`config.mk`:
```
export PLATFORM = sky130hd
export DESIGN_NAME = sseg_scan_ctrl_flat
export DESIGN_NICKNAME = d
export VERILOG_FILES = /design/src/rtl/sseg_scan_ctrl_if.sv /design/src/rtl/sseg_scan_ctrl.sv /design/src/flat_wrapper.sv
export SDC_FILE = /design/constraint.sdc
export NUM_CORES = 1
export LEC_CHECK = 0
export BUFFER_PORTS_ARGS = -buffer_cell sky130_fd_sc_hd__buf_2
export CAP_MARGIN = 20
export CORE_AREA = 10 10 84 86
export CTS_CLUSTER_DIAMETER = 100
export DETAILED_ROUTE_END_ITERATION = 10
export DIE_AREA = 0 0 94 96
export GPL_TIMING_DRIVEN = 0
export SLEW_MARGIN = 10
export SYNTH_ARGS = -nofsm -noshare
export SYNTH_HDL_FRONTEND = slang
export SYNTH_SLANG_ARGS = --single-unit
```
`constraint.sdc`:
```
create_clock -name clk -period 2.4 [get_ports clk]
set_clock_uncertainty 0.05 [all_clocks]
set_input_delay 0.12 -clock clk [delete_from_list [all_inputs] [get_ports clk]]
set_output_delay 0.12 -clock clk [all_outputs]
set_load 0.02 [all_outputs]
```
`src/rtl/sseg_scan_ctrl_if.sv`:
```
// Bundle of the scan controller's data/handshake signals between the BCD logic and the digit mux.
// The master modport is the producer side; the slave modport belongs to sseg_scan_ctrl.
interface sseg_scan_ctrl_if;
  logic        scan_en;
  logic        load;
  logic [15:0] bcd_in;
  logic        load_ack;
  logic [15:0] bcd_out;
  logic [3:0]  anode;
  logic        mux_en;
  logic        digit_tick;

  modport master (
    output scan_en,
    output load,
    output bcd_in,
    input  load_ack,
    input  bcd_out,
    input  anode,
    input  mux_en,
    input  digit_tick
  );

  modport slave (
    input  scan_en,
    input  load,
    input  bcd_in,
    output load_ack,
    output bcd_out,
    output anode,
    output mux_en,
    output digit_tick
  );
endinterface

```
`src/rtl/sseg_scan_ctrl.sv`:
```
// Four-digit seven-segment scan controller with a frame-boundary shadow register for the shown BCD value.
// Optional SSEG_LEADING_ZERO_BLANK_EN blanks leading zero digits; all outputs are registered.
module sseg_scan_ctrl #(
  parameter int REFRESH_DIV = 100000
) (
  input  logic         clk,
  input  logic         reset,
  sseg_scan_ctrl_if.slave bus
);

  localparam int            PW        = $clog2(REFRESH_DIV);
  localparam logic [PW-1:0] PRESC_MAX = PW'(REFRESH_DIV - 1);

  typedef enum logic {
    IDLE = 1'b0,
    SCAN = 1'b1
  } state_t;

  state_t        state_q,   state_d;
  logic [PW-1:0] presc_q,   presc_d;
  logic [1:0]    idx_q,     idx_d;
  logic [15:0]   shadow_q,  shadow_d;
  logic          pending_q, pending_d;
  logic [15:0]   bcd_out_q, bcd_out_d;
  logic [3:0]    anode_q,   anode_d;
  logic          mux_en_q,  mux_en_d;
  logic          tick_q,    tick_d;
  logic          ack_q,     ack_d;

  logic          commit;
  logic          visible;
  logic          want_commit;
  logic [15:0]   commit_val;

`ifdef SSEG_LEADING_ZERO_BLANK_EN
  function automatic logic leading_zero(input logic [1:0] idx, input logic [15:0] val);
    logic z;
    z = 1'b0;
    case (idx)
      2'd3:    z = (val[15:12] == 4'h0);
      2'd2:    z = (val[15:8]  == 8'h00);
      2'd1:    z = (val[15:4]  == 12'h000);
      default: z = 1'b0;
    endcase
    return z;
  endfunction
`endif

  // A load in the commit cycle wins over an older shadow value.
  assign want_commit = bus.load | pending_q;
  assign commit_val  = bus.load ? bus.bcd_in : shadow_q;

  always_comb begin
    state_d  = state_q;
    presc_d  = presc_q;
    idx_d    = idx_q;
    tick_d   = 1'b0;
    mux_en_d = 1'b0;
    visible  = 1'b0;
    commit   = 1'b0;

    case (state_q)
      IDLE: begin
        presc_d = '0;
        idx_d   = 2'd3;
        commit  = want_commit;
        if (bus.scan_en) begin
          state_d  = SCAN;
          mux_en_d = 1'b1;
          visible  = 1'b1;
        end
      end
      SCAN: begin
        if (!bus.scan_en) begin
          state_d = IDLE;
          presc_d = '0;
          idx_d   = 2'd3;
        end else begin
          mux_en_d = 1'b1;
          visible  = 1'b1;
          if (presc_q == PRESC_MAX) begin
            presc_d = '0;
            idx_d   = idx_q - 2'd1;
            tick_d  = 1'b1;
            // Wrapping from digit 0 back to 3 is the frame boundary.
            commit  = (idx_q == 2'd0) && want_commit;
          end else begin
            presc_d = presc_q + PW'(1);
          end
        end
      end
      default: begin
        state_d = IDLE;
        presc_d = '0;
        idx_d   = 2'd3;
      end
    endcase
  end

  always_comb begin
    shadow_d  = bus.load ? bus.bcd_in : shadow_q;
    pending_d = commit ? 1'b0 : (pending_q | bus.load);
    bcd_out_d = commit ? commit_val : bcd_out_q;
    ack_d     = commit;
    anode_d   = visible ? (4'b0001 << idx_d) : 4'b0000;
`ifdef SSEG_LEADING_ZERO_BLANK_EN
    if (leading_zero(idx_d, bcd_out_d)) begin
      anode_d = 4'b0000;
    end
`endif
  end

  always_ff @(posedge clk) begin
    if (reset) begin
      state_q   <= IDLE;
      presc_q   <= '0;
      idx_q     <= 2'd3;
      shadow_q  <= 16'h0000;
      pending_q <= 1'b0;
      bcd_out_q <= 16'h0000;
      anode_q   <= 4'b0000;
      mux_en_q  <= 1'b0;
      tick_q    <= 1'b0;
      ack_q     <= 1'b0;
    end else begin
      state_q   <= state_d;
      presc_q   <= presc_d;
      idx_q     <= idx_d;
      shadow_q  <= shadow_d;
      pending_q <= pending_d;
      bcd_out_q <= bcd_out_d;
      anode_q   <= anode_d;
      mux_en_q  <= mux_en_d;
      tick_q    <= tick_d;
      ack_q     <= ack_d;
    end
  end

  assign bus.load_ack   = ack_q;
  assign bus.bcd_out    = bcd_out_q;
  assign bus.anode      = anode_q;
  assign bus.mux_en     = mux_en_q;
  assign bus.digit_tick = tick_q;

endmodule
```
`src/flat_wrapper.sv`:
```
// flat-port wrapper written by rule: the top's interface ports become plain ports
module sseg_scan_ctrl_flat 
#(
  parameter int REFRESH_DIV = 100000
)
  (clk, reset, bus_scan_en, bus_load, bus_bcd_in, bus_load_ack, bus_bcd_out, bus_anode, bus_mux_en, bus_digit_tick);
  sseg_scan_ctrl_if bus_i ();
  input  logic clk;
  input  logic reset;
  input wire logic [$bits(bus_i.scan_en)-1:0] bus_scan_en;
  input wire logic [$bits(bus_i.load)-1:0] bus_load;
  input wire logic [$bits(bus_i.bcd_in)-1:0] bus_bcd_in;
  output wire logic [$bits(bus_i.load_ack)-1:0] bus_load_ack;
  output wire logic [$bits(bus_i.bcd_out)-1:0] bus_bcd_out;
  output wire logic [$bits(bus_i.anode)-1:0] bus_anode;
  output wire logic [$bits(bus_i.mux_en)-1:0] bus_mux_en;
  output wire logic [$bits(bus_i.digit_tick)-1:0] bus_digit_tick;
  assign bus_i.scan_en = bus_scan_en;
  assign bus_i.load = bus_load;
  assign bus_i.bcd_in = bus_bcd_in;
  assign bus_load_ack = bus_i.load_ack;
  assign bus_bcd_out = bus_i.bcd_out;
  assign bus_anode = bus_i.anode;
  assign bus_mux_en = bus_i.mux_en;
  assign bus_digit_tick = bus_i.digit_tick;
  sseg_scan_ctrl #(.REFRESH_DIV(REFRESH_DIV)) u_core (.clk(clk), .reset(reset), .bus(bus_i));
endmodule
```
==> results.md <==
- H-tree Lvls: 3
- CP Launch Type: flop
- Int Power: 0.00172 W
- Hold WC Path Type: in -> reg
- Dpl cell area: 2630 um2
- Die Span X: 94 um
- Post-synth net total: 250
- Core Rows: 27
- Number of buffers created by CTS: 9
- Hold Crit Start: bus_bcd_in[0]
- R2R Setup Slk: 0.37 ns
- Pwr per Cell Area: 770 nW/um2
- Antenna violations before repair: 0
- Sequential Power Share: 46.5%
- FMAX: 494 MHz
- Hold Vio Cnt, Final: 0
- Bufs on Longest Clock Path: 2
- Crit path kind: reg -> reg
- DR vias/cell: 4.95
- Worst path top cell family by delay: simple AND/OR/NAND/NOR gates
- Commonest non-fill, non-tap cell in the layout: dfxtp_1
- N_diodes: 0
- Post-CTS resize count: 0
- Data arrival, critical path: 2.20 ns
- R2R cell count: 6
- WL met2: 2250 um
- M1 wire length: 2250 um
- Switching power: 0.000513 W
- Mapped Cells: 228
- Register area share after synthesis: 50.5%
- CTS tree: built
- Crit-path cells: ha_1 -> and4_4 -> buf_6 -> nand4_1 -> or3_1 -> a311oi_1
- Layout cells sized above 1: 26.6%
- Hold Path Stages: 3
- Port Buffers: 40
- Top cells by area, synth: dfxtp_1 (51%), nor2_1 (8.5%), mux2i_1 (6.9%)
- Clk_lat worst skew: 0.33 ns
- Final ANT Viol Nets: 0
- Final Setup Violations: 0
- Fin area: 2900 um2
- Tcrit/Tclk final: 84.4%
- CP max-delay cell: or3_1
- Fraction of the mapped netlist area in simple logic gates: 20.0%
- Clk pwr share: 44.4%
- Outcome: complete, no violations
- Crit. End Element: flop
- Pin count of the biggest net entering global routing: 11
- Post-synth top area cell: dfxtp_1
- Total global routing overflow: 0
- Routed vias: 1788
- Pleak: 1.24 nW
- Drt total wl: 4920 um
- Filler cell count: 501
- VDD IR max: 423 uV
- Hold_buf cts: 5
- Most frequent cells in the layout: dfxtp_1 (59), nor2_1 (53), buf_2 (43), mux2i_1 (16), xor2_1 (12)
- Final GP Congestion: 0.827
- Top Layer Used: met4
- CTS root buffer: clkbuf_8
- Switch share: 23.0%
- Minimum clock period: 2.03 ns
- Worst path max stage delay: 0.38 ns
- Distinct cells, synth: 32
- Yosys reg bits: 59
- RSZ-0062 raised after global routing: false
- Hold Crit Endpoint: u_core.shadow_q[0]
- DIE HEIGHT: 96 um
- First drt pass iteration count: 4
- Final HPWL DP: 3430 um
- Max-capacitance violation count: 0
- Nets: 306
- CTS sink cnt: 59
- Residual DRC: 0
- Synth Area in Adders: 1.07%
- First-pass GRT wire length: 8030 um
- Setup bufs post-CTS: 0
- Count of pins over their slew limit: 0
- Number of global-route vias before repair: 1682
- Initial DRC Count: 57
- Combinational power share: 9.1%
- CP bufs+invs: 1
- TNS Setup: 0 ns
- Die Footprint: 9020 um2
- Overall global routing resource usage: 11.3%
- Top cell type's share of synthesized area: 50.5%
- Slew headroom: 53.9%
- Mean post-synth cell area: 10.3 um2
- Mapped cell area: 2340 um2
- Synth Area in Compound Gates: 11.4%
- Measured slew at the worst slew-check pin: 0.692 ns
- R2R Path End: u_core.bus.anode[3]
- Initial Utilization: 43.2%
- Io pins: 43
- Crit Path Max Fanout: 8
- Final core utilization: 53.6%
- Critical path required time: 2.58 ns
- Ys Warns: 0
- Met3 wire len: 368 um
- Mux cell area share after synthesis: 6.85%
- Wirelength per Cell: 13.6 um
- R2R Path Start: u_core.presc_q[0]
- Core Area: 5410 um2
- Reg clk slew, reported paths: 0.06 ns
- Largest family of logic cells by synthesized area: simple AND/OR/NAND/NOR gates
- Post-synthesis xor/xnor area fraction: 5.25%
- Area growth syn-to-layout: 23.9%
==> metrics by stage <==
stage | setup slack, ns | instances | hold WS, ns | total power [W]
4_1_cts | 0.345 | 361 | 0.00134 | 0.00227
5_1_grt | 0.167 | 361 | 0.0130 | 0.00233
2_1_floorplan | 0.523 | 228 | 0.188 | 0.00119
6_report | 0.375 | 361 | 0.0130 | 0.00223
3_3_place_gp | 0.363 | 340 | 0.339 | 0.00126
3_5_place_dp | 0.373 | 340 | 0.334 | 0.00126
==> state kept, by name, summed over array words and instances, names as in the netlist <==
register	count
u_core.state_q	1
u_core.bus.load_ack	1
u_core.presc_q	17
u_core.shadow_q	16
u_core.pending_q	1
u_core.idx_q	2
u_core.bus.bcd_out	16
u_core.bus.digit_tick	1
u_core.bus.anode	4
==> cell usage after synthesis <==
library cell and instances:
and4bb_2 2, a311oi_1 1, and2_1 3, and4_1 3, nor2_1 53, buf_2 3, a221oi_1 6, or3_1 4
xor2_1 12, nor2b_1 2, dfxtp_1 59, clkbuf_1 5, buf_6 4, and4_4 2, mux2i_1 16, nand2_1 5
a21oi_1 3, nand3_1 9, buf_12 1, nand2_2 1, and3_1 1, nor4bb_1 1, ha_1 2, a22o_1 2
buf_1 1, nand4_1 7, xnor2_1 2, a221oi_2 10, inv_1 3, a21o_1 1, nor4b_1 1, o21ai_0 3
==> power groups by stage <==
stage | logic [W] | registers [W] | clock network [W]
floorplan | 0.000105 | 0.00109 | 0
global placement | 0.000197 | 0.00106 | 0
detailed placement | 0.000200 | 0.00106 | 0
CTS | 0.000207 | 0.00104 | 0.00102
global route | 0.000223 | 0.00104 | 0.00106
finish | 0.000203 | 0.00104 | 0.000991
==> worst reg2reg max path: stages (launching register included) <==
cell and delay, ns:
dfxtp_1 0.37, ha_1 0.22, and4_4 0.23, buf_6 0.12
nand4_1 0.24, or3_1 0.39, a311oi_1 0.31
==> worst max path at each step <==
stage	startpoint	end	slack, ns	cells past startpoint
finish	u_core.presc_q[0]	u_core.bus.anode[3]	0.37	6
global route	u_core.presc_q[0]	u_core.presc_q[13]	0.17	7
CTS	u_core.presc_q[0]	u_core.bus.anode[3]	0.35	6
detailed placement	u_core.presc_q[0]	u_core.presc_q[11]	0.37	7
global placement	u_core.presc_q[0]	u_core.bus.anode[3]	0.36	6
floorplan	u_core.presc_q[0]	u_core.bus.bcd_out[10]	0.52	9
==> area by class of cell <==
type	instances	area (um2)	area share, %
plain buffers	14	103	3.54
repair buffers	45	250	8.64
multi-input cells	152	1040	36.0
clock buffers	12	145	5.01
well taps	72	90.1	3.11
flip-flops and latches	59	1180	40.8
inverters	3	11.3	0.389
clock inverters	4	73.8	2.55
==> per-layer routing <==
metal  GRT usage, %  up-vias
met5              0        -
met4           4.56        0
met3           5.99        8
met2           17.1       38
met1           13.1      823
li1               -      919
==> logic make-up (layout without fill, tap and decap cells) <==
logic type | count (synthesis) | count (layout)
and+or+nand+nor | 94 | 94
DFF | 59 | 59
AOI/OAI and AO/OA | 26 | 26
buffers and inverters | 17 | 78
muxes | 16 | 16
xor gates and xnor gates | 14 | 14
adders and majority gates | 2 | 2
No activity file was read; power rests on OpenSTA's default activity.
